$ cat src/rtl/pmod_pwm_demod.sv
// PWM line receiver: synchronises pwm_in, aligns a 2**PERIOD_LOG2 window to a rising
// edge, counts high cycles and emits a saturated signed sample once per window.
module pmod_pwm_demod #(
  parameter int PERIOD_LOG2 = 8
) (
  input  logic              clk,
  input  logic              rst,
  input  logic              en,
  input  logic              pwm_in,
  output logic signed [7:0] sample,
  output logic              sample_valid,
  output logic              locked,
  output logic              stuck
);

  localparam int N = PERIOD_LOG2;
  localparam logic [N-1:0] CNT_MAX = '1;

  typedef enum logic [1:0] {IDLE, ACQUIRE, MEASURE} state_t;

  state_t        state_reg, state_next;
  logic [1:0]    sync_reg;
  logic          s_d_reg;
  logic [N-1:0]  tmo_reg;
  logic [N-1:0]  cnt_reg;
  logic [N:0]    acc_reg;
  logic          edge_seen_reg;

  logic          s, rise, any_edge;
  logic          lock_go, tmo_go, close;
  logic [N:0]    total;
  logic [8:0]    scaled;

  assign s        = sync_reg[1];
  assign rise     = s & ~s_d_reg;
  assign any_edge = s ^ s_d_reg;
  assign total    = acc_reg + {{N{1'b0}}, s};
  // total >> (N-8), of which only the low 9 bits can be non-zero
  assign scaled   = total[N:N-8];

  always_ff @(posedge clk or posedge rst) begin
    if (rst) begin
      sync_reg  <= '0;
      s_d_reg   <= 1'b0;
      state_reg <= IDLE;
    end else begin
      sync_reg  <= {sync_reg[0], pwm_in};
      s_d_reg   <= s;
      state_reg <= state_next;
    end
  end

  always_comb begin
    state_next = state_reg;
    lock_go    = 1'b0;
    tmo_go     = 1'b0;
    close      = 1'b0;
    case (state_reg)
      IDLE: begin
        if (en) state_next = ACQUIRE;
      end
      ACQUIRE: begin
        if (!en) begin
          state_next = IDLE;
        end else if (rise) begin
          state_next = MEASURE;
          lock_go    = 1'b1;
        end else if (tmo_reg == CNT_MAX) begin
          state_next = MEASURE;
          tmo_go     = 1'b1;
        end
      end
      MEASURE: begin
        // a close coinciding with en dropping is still reported
        close = (cnt_reg == CNT_MAX);
        if (!en) state_next = IDLE;
      end
      default: state_next = IDLE;
    endcase
  end

  always_ff @(posedge clk or posedge rst) begin
    if (rst) begin
      tmo_reg       <= '0;
      cnt_reg       <= '0;
      acc_reg       <= '0;
      edge_seen_reg <= 1'b0;
    end else begin
      tmo_reg <= (state_reg == ACQUIRE && en) ? tmo_reg + 1'b1 : '0;
      if (lock_go) begin
        // the lock edge cycle is window cycle 0 and its high level counts
        cnt_reg       <= {{(N-1){1'b0}}, 1'b1};
        acc_reg       <= {{N{1'b0}}, 1'b1};
        edge_seen_reg <= 1'b1;
      end else if (state_reg == MEASURE && en) begin
        cnt_reg <= cnt_reg + 1'b1;
        if (close) begin
          acc_reg       <= '0;
          edge_seen_reg <= 1'b0;
        end else begin
          acc_reg       <= acc_reg + {{N{1'b0}}, s};
          edge_seen_reg <= edge_seen_reg | any_edge;
        end
      end else begin
        cnt_reg       <= '0;
        acc_reg       <= '0;
        edge_seen_reg <= 1'b0;
      end
    end
  end

  always_ff @(posedge clk or posedge rst) begin
    if (rst) begin
      sample       <= '0;
      sample_valid <= 1'b0;
      locked       <= 1'b0;
      stuck        <= 1'b0;
    end else begin
      sample_valid <= close;
      if (close) begin
        sample <= scaled[8] ? 8'sd127 : $signed({~scaled[7], scaled[6:0]});
        stuck  <= ~(edge_seen_reg | any_edge);
      end
      if (lock_go) locked <= 1'b1;
      else if (tmo_go) locked <= 1'b0;
    end
  end

endmodule

$ cat config.mk
export PLATFORM = sky130hd
export DESIGN_NAME = pmod_pwm_demod
export DESIGN_NICKNAME = d
export VERILOG_FILES = /design/src/rtl/pmod_pwm_demod.sv
export SDC_FILE = /design/constraint.sdc
export NUM_CORES = 1
export LEC_CHECK = 0
export BUFFER_PORTS_ARGS = -buffer_cell sky130_fd_sc_hd__clkbuf_2
export CORE_MARGIN = 2
export CORE_UTILIZATION = 45
export DETAILED_ROUTE_END_ITERATION = 8
export GPL_ROUTABILITY_DRIVEN = 0
export SKIP_CTS_REPAIR_TIMING = 1
export SYNTH_ARGS = -nofsm -noshare
export SYNTH_HDL_FRONTEND = slang
export SYNTH_SLANG_ARGS = --single-unit
$ cat constraint.sdc
create_clock -name clk -period 3 [get_ports clk]
set_input_delay 0.6 -clock clk [delete_from_list [all_inputs] [get_ports clk]]
set_output_delay 0.6 -clock clk [all_outputs]
set_load 0.01 [all_outputs]
==> summary.txt, run 1 <==
status -> finished clean
count of cell types in the netlist -> 26
Via Count -> 1158
number of detailed-route iterations in the first pass -> 4
max-slew violation count -> 0
switch share -> 19.4%
area share of the largest cell type after synthesis -> 59.4%
Num CTS Buffers -> 5
largest family of logic cells by synthesized area -> simple AND/OR/NAND/NOR gates
register area share after synthesis -> 59.4%
setup violators final -> 0
Placeable Area -> 0.00372 mm^2
worst-path fanout max -> 11
RSZ-0062 raised after global routing -> false
Hold WC Path Type -> in -> async
Synth Area in Compound Gates -> 7.21%
sequential share of power -> 50.9%
Synth Area in Adders -> 3.54%
first-pass GRT wire length -> 5.57 mm
final net count -> 190
cell taking the most area after synthesis -> dfrtp_1
Tcrit/Tclk final -> 62.4%
most common cell after layout, fill and taps aside -> dfrtp_1
final core occ -> 55.0%
fmax -> 534 MHz
Routed Antenna Nets -> 0
Die Height -> 66.7 um
post-synthesis cell count -> 159
dpl hpwl -> 2.30 mm
yosys synthesis warning count -> 0
Die W -> 66.7 um
Worst Setup Slack, final -> 1130 ps
Max Cap Viol -> 0
Inserted Diodes -> 0
commonest non-fill, non-tap cells in the layout -> dfrtp_1, nor2_1, clkbuf_2
CP Capture Type -> flip-flop
post-DR wirelength/cell -> 13.0 um
switching power -> 0.220 mW
Max Root-Sink Buffers -> 2
Vias/cell -> 5.03
post-route DRC violation count -> 0
skew final -> 5.20 ps
root buf cell -> clkbuf_8
H-Tree Depth -> 2
GRT Total Usage -> 17.2%
Final TNS setup -> 0 ps
post-synthesis mux area share -> 0.636%
Synth Area in Simple Gates -> 18.1%
initial core utilization -> 47.6%
clock power share -> 46.0%
CTS clock-pin slew for the worst setup and hold paths -> 80 ps
syn_area_per_cell -> 11.1 um^2
worst slew pin tran -> 702 ps
Die Footprint -> 0.00445 mm^2
Area growth, synth to finish -> 15.5%
Lkg Pwr -> 0.971 nW
crit path kind -> reg -> reg
largest net degree at the start of global routing -> 17
critical path required time -> 3220 ps
Hold Violations, Final -> 0
I/O pin count -> 15
TritonCTS clock tree -> built
max reg flops -> 9
Post-Synth XOR/XNOR Area -> 8.91%
top post-synthesis cells by area -> dfrtp_1, nor2_1, xnor2_1
ratio of cells with drive above 1 in the final layout -> 18.1%
Pwr Density -> 557 mW/mm^2
Tmin final -> 1870 ps
Post-Route WL -> 3.00 mm
TritonCTS sink count -> 42
vias in the first global route -> 1284
peak supply drop -> 0.269 mV
syn_nets -> 168
combinational share of power -> 3.1%
Arr. time, crit path -> 2100 ps
clk_lat worst skew -> 290 ps
Rel. slew slack -> 53.1%
Port Buffers -> 14
Setup WS pre-CTS -> 1130 ps
Synth Register Bits -> 42
FP Rows -> 22
Startpoint Class -> flip-flop
internal cell power -> 0.918 mW
Syn Std Cell Area -> 0.00177 mm^2
R2R depth -> 6
remaining global-route overflow -> 0
DRT iter0 DRCs -> 56
initial antenna violation count -> 0
-- cell families after synthesis --
| kind of cell | after synthesis |
|---|---|
| and+or+nand+nor | 66 |
| DFF | 42 |
| muxes | 1 |
| buffers and inverters | 8 |
| adders and majority gates | 5 |
| AOI/OAI and AO/OA | 19 |
| xor gates and xnor gates | 18 |
-- synthesized netlist by cell type --
cell       instances
nand4_2            1
ha_1               5
nand3b_1           1
buf_6              1
nor3_1             1
nand2_1            8
xnor2_1           10
buf_2              1
inv_1              6
nand3_1            9
o2bb2ai_1          1
xor2_1             8
or3_1              2
o21bai_1           1
o21ai_1            5
and2_1             1
nand4_1            2
nor4_1             1
o21ai_0            3
a21oi_1            2
nor2_1            27
and3_1            11
a21oi_2            7
nor2b_1            2
dfrtp_1           42
mux2_1             1
-- metrics by stage --
step | std cells | power (mW) | instance area, um^2 | hold slack, ps
after floorplan | 159 | 0.612 | 1770 | 331
after global placement | 222 | 0.625 | 1910 | 336
after detailed placement | 222 | 0.627 | 1910 | 351
after CTS | 230 | 1.15 | 2040 | 309
after global routing | 230 | 1.19 | 2040 | 349
final | 230 | 1.14 | 2040 | 294
-- final cells by class --
cell class                 instances  area, um^2
fill                             347        1670
tap                               48        60.1
clock inverter                     3        68.8
multi-input combinational        109         679
clock buffer                       5        68.8
sequential                        42        1050
timing repair buffer              17        92.6
inverter                           6        22.5
-- metal layers --
metal  wire length [um]  vias to the layer above  part of all wire, %  track usage (%)
met1               1390                      558                   46             20.6
met4                 68                        0                  2.3             8.16
met2               1460                       15                   49             29.1
li1                   -                      577                    -                -
met5                  0                        -                    0                0
met3                 89                        8                  3.0             4.05
-- path summary, 6_finish.rpt --
kind	startpoint	endpoint	slack (ps)
worst max-delay path	cnt_reg[0]	sample[7]	1130
worst min-delay path	rst	sample[7]	290
worst max register to register	cnt_reg[0]	sample[7]	1130
worst min register to register	sync_reg[0]	sync_reg[1]	360
max in group asynchronous	rst	acc_reg[7]	2130
min in group clk	sync_reg[0]	sync_reg[1]	360
-- power groups by stage --
stage                     Clock, mW  Combinational (mW)  Sequential, mW
after detailed placement          0              0.0368           0.591
after floorplan                   0              0.0221           0.590
final                         0.524              0.0353           0.579
after global placement            0              0.0358           0.590
after CTS                     0.536              0.0370           0.579
after global routing          0.564              0.0417           0.580
-- worst max-delay path, cell delays in order, from the launching register on --
cell and delay, ps:
dfrtp_1 400, ha_1 220, nand3_1 110, nor4_1 230
buf_4 220, and3_1 450, o2bb2ai_1 170
(Power assumes the default switching activity.)
==> inputs of run 2 (changes only) <==
Settings changed: ABC_AREA set to 1, PLACE_DENSITY set to 0.65.
Clock period 3 ns to 1.59 ns, I/O delays scaled along.
==> summary.txt, run 2 <==
DRT iter0 DRCs -> 57 (was 56)
root buf cell -> clkbuf_8 (unchanged)
TritonCTS sink count -> 42 (unchanged)
register area -> 0.00105 mm^2 (unchanged)
Lkg Pwr -> 1.17 nW (was 0.971 nW)
Overall Power -> 1.89 mW (was 1.14 mW)
area share of the largest cell type after synthesis -> 55.4% (was 59.4%)
top_reg_cell synth -> dfrtp_1 (unchanged)
I/O pin count -> 15 (unchanged)
yosys synthesis warning count -> 0 (unchanged)
fmax -> 658 MHz (was 534 MHz)
CP most frequent cell -> nand2_1
final net count -> 266 (was 190)
clk_lat worst skew -> 300 ps (was 290 ps)
dpl hpwl -> 2.38 mm (was 2.30 mm)
post-DR wirelength/cell -> 11.2 um (was 13.0 um)
largest net degree at the start of global routing -> 43 (was 17)
CP Depth -> 9 (was 6)
R2R setup slack -> 70 ps (was 1130 ps)
Die Footprint -> 0.00475 mm^2 (was 0.00445 mm^2)
worst-path cell chain -> ha_4 > nand2_4 > nor2_4 > nand2_2 > nor3_4 > buf_12 > clkinvlp_4 > nand2_1 > nand2_1 (was ha_1 > nand3_1 > nor4_1 > buf_4 > and3_1 > o2bb2ai_1)
CP Capture Type -> flip-flop (unchanged)
cell taking the most area after synthesis -> dfrtp_1 (unchanged)
Async SR Flop Fraction -> 100% (unchanged)
Die W -> 68.9 um (was 66.7 um)
critical path required time -> 1780 ps (was 3220 ps)
initial core utilization -> 47.0% (was 47.6%)
syn_area_per_cell -> 8.35 um^2 (was 11.1 um^2)
count leader, synth -> nand2_1 (was dfrtp_1)
Startpoint Class -> flip-flop (unchanged)
vias in the first global route -> 1316 (was 1284)
commonest non-fill, non-tap cells in the layout -> nand2_1, dfrtp_1, nor2_1 (was dfrtp_1, nor2_1, clkbuf_2)
Tmin final -> 1520 ps (was 1870 ps)
slowest stage cell, crit path -> dfrtp_1 (was and3_1)
Synth Register Bits -> 42 (unchanged)
most common cell after layout, fill and taps aside -> nand2_1 (was dfrtp_1)
worst slew pin tran -> 512 ps (was 702 ps)
CP max stage delay -> 410 ps (was 450 ps)
worst-path fanout max -> 6 (was 11)
Vias/cell -> 4.67 (was 5.03)
Pwr Density -> 845 mW/mm^2 (was 557 mW/mm^2)
Commonest cells post-synth -> nand2_1, dfrtp_1, nor2_1 (was dfrtp_1, nor2_1, and3_1)
post-synthesis cell count -> 227 (was 159)
final core occ -> 55.4% (was 55.0%)
first-pass GRT wire length -> 5.66 mm (was 5.57 mm)
Hold Violations, Final -> 0 (unchanged)
fill count -> 375 (was 347)
Post-DP Area -> 0.00204 mm^2 (was 0.00191 mm^2)
Via Count -> 1439 (was 1158)
syn_nets -> 236 (was 168)
Area growth, synth to finish -> 17.8% (was 15.5%)
Tcrit/Tclk final -> 95.5% (was 62.4%)
initial antenna violation count -> 0 (unchanged)
post-route cell area -> 0.00223 mm^2 (was 0.00204 mm^2)
placed insts -> 293 (was 222)
peak supply drop -> 0.541 mV (was 0.269 mV)
multi-input logic area -> 753 um^2 (was 679 um^2)
R2R depth -> 9 (was 6)
WP buf/inv -> 2 (was 1)
ratio of cells with drive above 1 in the final layout -> 16.7% (was 18.1%)
GRT Total Usage -> 16.3% (was 17.2%)
setup violators final -> 0 (unchanged)
status -> finished clean (unchanged)
Post-Route WL -> 3.44 mm (was 3.00 mm)
max reg flops -> 9 (unchanged)
family with the most delay on the worst path -> simple AND/OR/NAND/NOR gates (unchanged)
Inserted Diodes -> 0 (unchanged)
skew final -> 8.89 ps (was 5.20 ps)
FP Rows -> 23 (was 22)
post-route DRC violation count -> 0 (unchanged)
Syn Std Cell Area -> 0.00190 mm^2 (was 0.00177 mm^2)
Rel. slew slack -> 65.8% (was 53.1%)
TritonCTS clock tree -> built (unchanged)
CTS clock-pin slew for the worst setup and hold paths -> 80 ps (about the same)
Max Root-Sink Buffers -> 2 (unchanged)
Port Buffers -> 14 (unchanged)
max-slew violation count -> 0 (unchanged)
Max Cap Viol -> 0 (unchanged)
Die Height -> 68.9 um (was 66.7 um)
Placeable Area -> 0.00403 mm^2 (was 0.00372 mm^2)
count of cell types in the netlist -> 20 (was 26)
crit path kind -> reg -> reg (unchanged)
final hold slack -> 112 ps (was 294 ps)
H-Tree Depth -> 2 (unchanged)
Post-synth EDFFs -> 0 (unchanged)
Num CTS Buffers -> 5 (unchanged)
Layout Cells excl Fill -> 308 (was 230)
register area share after synthesis -> 55.4% (was 59.4%)
top post-synthesis cells by area -> dfrtp_1, nand2_1, nor2_1 (was dfrtp_1, nor2_1, xnor2_1)
remaining global-route overflow -> 0 (unchanged)
Hold WC Path Type -> in -> async (unchanged)
Routed Antenna Nets -> 0 (unchanged)
Arr. time, crit path -> 1710 ps (was 2100 ps)
number of detailed-route iterations in the first pass -> 4 (unchanged)
==> run 2: cell count changes after synthesis, sizes merged, moves of 2 or more <==
cell,change
or3,-2
xor2,-6
a21oi,-3
nor3,+2
nor2,+11
nand3,+4
xnor2,-8
nor2b,-2
inv,+24
nand2,+64
nand4,-2
and3,-11
==> run 2: routing by layer <==
metal	up-vias	wire length, um	track usage (%)
met2	22	1670	25.2
li1	757	-	-
met1	653	1570	21.6
met4	0	63	7.35
met3	7	141	4.22
met5	-	0	0
==> run 2: worst register-to-register path, cell delays in order (launching register included) <==
cell,delay (ps)
dfrtp_1,410
ha_4,170
nand2_4,60
nor2_4,120
nand2_2,80
nor3_4,200
buf_12,140
clkinvlp_4,100
nand2_1,70
nand2_1,50
==> run 2: metrics by stage <==
step           setup WS [ps]  setup TNS [ps]
5_1_grt                -19.1           -27.1
3_5_place_dp             129               0
3_3_place_gp             146               0
6_report                71.3               0
4_1_cts                  111               0
2_1_floorplan            298               0
==> run 2: kinds of logic (layout without fill, tap and decap cells) <==
group	Yosys count	count (layout)	share of synthesized area (%)
AO/OA/AOI/OAI	17	17	4.75
AND/OR/NAND/NOR	128	128	28.1
flip-flops	42	42	55.4
adder cells (fa/ha/maj)	5	5	3.30
buffers and inverters	31	62	6.53
XOR/XNOR	4	4	1.85
==> run 2: cell type report <==
class                      instances  area share [%]
sequential                        42            47.1
multi-input combinational        154            33.7
timing repair buffer              23            6.89
inverter                          30            5.04
clock buffer                       7            3.87
tap                               50            2.80
timing repair inverter             1           0.336
clock inverter                     1           0.224
==> run 2: path summary, 6_finish.rpt <==
path                               endpoint   startpoint
max in group asynchronous            locked          rst
worst min register to register  sync_reg[1]  sync_reg[0]
worst max register to register    sample[3]   cnt_reg[0]
worst max-delay path              sample[3]   cnt_reg[0]
worst min-delay path             acc_reg[5]          rst
min in group clk                sync_reg[0]       pwm_in
==> run 2: report_power, final <==
| group | switching [mW] | internal (mW) | total (mW) |
|---|---|---|---|
| logic | 0.0580 | 0.0252 | 0.0832 |
| clock network | 0.350 | 0.350 | 0.700 |
| registers | 0.0164 | 1.09 | 1.10 |
==> inputs of run 3 (changes only) <==
Settings changed: CELL_PAD_IN_SITES_DETAIL_PLACEMENT set to 1, CELL_PAD_IN_SITES_GLOBAL_PLACEMENT set to 1, CORE_UTILIZATION 45 to 40, PLACE_DENSITY 0.65 to unset, PLACE_DENSITY_LB_ADDON set to 0.1.
==> summary.txt, run 3 (synthesis results as in run 2) <==
Worst Setup Slack, final -> 77.9 ps (was 71.3 ps)
final hold slack -> 47.3 ps (was 112 ps)
commonest non-fill, non-tap cells in the layout -> nand2_1, dfrtp_1, nor2_1 (unchanged)
vias in the first global route -> 1512 (was 1316)
Vias/cell -> 4.83 (was 4.67)
FP Rows -> 25 (was 23)
I/O pin count -> 15 (unchanged)
max-slew violation count -> 0 (unchanged)
initial core utilization -> 40.7% (was 47.0%)
post-DR wirelength/cell -> 12.7 um (was 11.2 um)
WL met1 -> 1.73 mm (was 1.57 mm)
Post-DP Area -> 0.00208 mm^2 (was 0.00204 mm^2)
fill count -> 573 (was 375)
Top Metal Used -> met4 (unchanged)
most common cell after layout, fill and taps aside -> nand2_1 (unchanged)
peak supply drop -> 0.384 mV (was 0.541 mV)
final core occ -> 48.3% (was 55.4%)
setup violators final -> 0 (unchanged)
TritonCTS sink count -> 42 (unchanged)
Rel. slew slack -> 83.7% (was 65.8%)
Final TNS setup -> 0 ps (unchanged)
worst-path fanout max -> 5 (was 6)
root buf cell -> clkbuf_8 (unchanged)
Die W -> 72.8 um (was 68.9 um)
ratio of cells with drive above 1 in the final layout -> 17.1% (was 16.7%)
final net count -> 266 (unchanged)
status -> finished clean (unchanged)
Tcrit/Tclk final -> 95.1% (was 95.5%)
critical path required time -> 1780 ps (about the same)
Die Footprint -> 0.00531 mm^2 (was 0.00475 mm^2)
placed insts -> 300 (was 293)
Max Cap Viol -> 0 (unchanged)
dpl hpwl -> 2.87 mm (was 2.38 mm)
Via Count -> 1507 (was 1439)
worst slew pin tran -> 243 ps (was 512 ps)
Hold WC Path Type -> in -> async (unchanged)
Max Root-Sink Buffers -> 2 (unchanged)
Setup WS pre-CTS -> 134 ps (was 129 ps)
initial antenna violation count -> 0 (unchanged)
Lkg Pwr -> 1.18 nW (was 1.17 nW)
DRT iter0 DRCs -> 55 (was 57)
CP Capture Type -> flip-flop (unchanged)
Overall Power -> 1.99 mW (was 1.89 mW)
GRT Total Usage -> 16.6% (was 16.3%)
Post-Route WL -> 3.96 mm (was 3.44 mm)
clk_lat worst skew -> 290 ps (was 300 ps)
post-route DRC violation count -> 0 (unchanged)
Startpoint Class -> flip-flop (unchanged)
remaining global-route overflow -> 0 (unchanged)
max reg flops -> 9 (unchanged)
Port Buffers -> 14 (unchanged)
number of detailed-route iterations in the first pass -> 4 (unchanged)
Routed Antenna Nets -> 0 (unchanged)
CTS clock-pin slew for the worst setup and hold paths -> 80 ps (about the same)
Die Height -> 72.8 um (was 68.9 um)
metal3 WL -> 99 um (was 141 um)
crit path kind -> reg -> reg (unchanged)
largest net degree at the start of global routing -> 43 (unchanged)
fmax -> 661 MHz (was 658 MHz)
Arr. time, crit path -> 1700 ps (was 1710 ps)
WL met2 -> 2.06 mm (was 1.67 mm)
RSZ-0062 raised after global routing -> true
first-pass GRT wire length -> 6.56 mm (was 5.66 mm)
Area growth, synth to finish -> 18.9% (was 17.8%)
Tmin final -> 1510 ps (was 1520 ps)
post-route cell area -> 0.00225 mm^2 (was 0.00223 mm^2)
TritonCTS clock tree -> built (unchanged)
Inserted Diodes -> 0 (unchanged)
H-Tree Depth -> 2 (unchanged)
Num CTS Buffers -> 5 (unchanged)
Pwr Density -> 884 mW/mm^2 (was 845 mW/mm^2)
skew final -> 5.24 ps (was 8.89 ps)
Placeable Area -> 0.00466 mm^2 (was 0.00403 mm^2)
Hold Violations, Final -> 0 (unchanged)
Layout Cells excl Fill -> 312 (was 308)
==> run 3: power breakdown <==
part / switching (mW) / total (mW) / internal [mW]
Sequential: 0.0167 / 1.10 / 1.09
Clock: 0.353 / 0.791 / 0.438
Combinational: 0.0640 / 0.0981 / 0.0341
==> run 3: final cells by class <==
type	instances	area (um^2)	share of cell area, %
flip-flops and latches	42	1050	46.6
multi-input cells	154	751	33.3
repair buffers	23	154	6.83
inverters	30	113	5.00
clock buffers	8	110	4.89
well taps	54	67.6	3.00
repair inverters	1	7.51	0.333
==> run 3: final timing paths <==
kind,endpoint,depth (start not counted),from,slack (ps)
worst max-delay path,sample[4],9,cnt_reg[0],80
worst min-delay path,sample_valid,3,rst,50
worst max register to register,sample[4],9,cnt_reg[0],80
worst min register to register,sync_reg[1],0,sync_reg[0],360
max in group asynchronous,cnt_reg[4],3,rst,1330
min in group clk,sync_reg[0],1,pwm_in,140
==> run 3: per-layer routing <==
metal / GRT usage (%) / up-vias
met1: 19.5 / 725
li1: - / 758
met2: 29.0 / 17
met5: 0 / -
met3: 4.14 / 7
met4: 6.79 / 0
==> run 3: worst max-delay path, stage by stage, from the launching register on <==
cell and delay [ps]:
dfrtp_1 410, ha_4 160, nand2_4 60, nor2_4 120, nand2_2 80, nor3_4 170, buf_6 140, clkinvlp_4 130
nand2_1 90, nand2_1 50
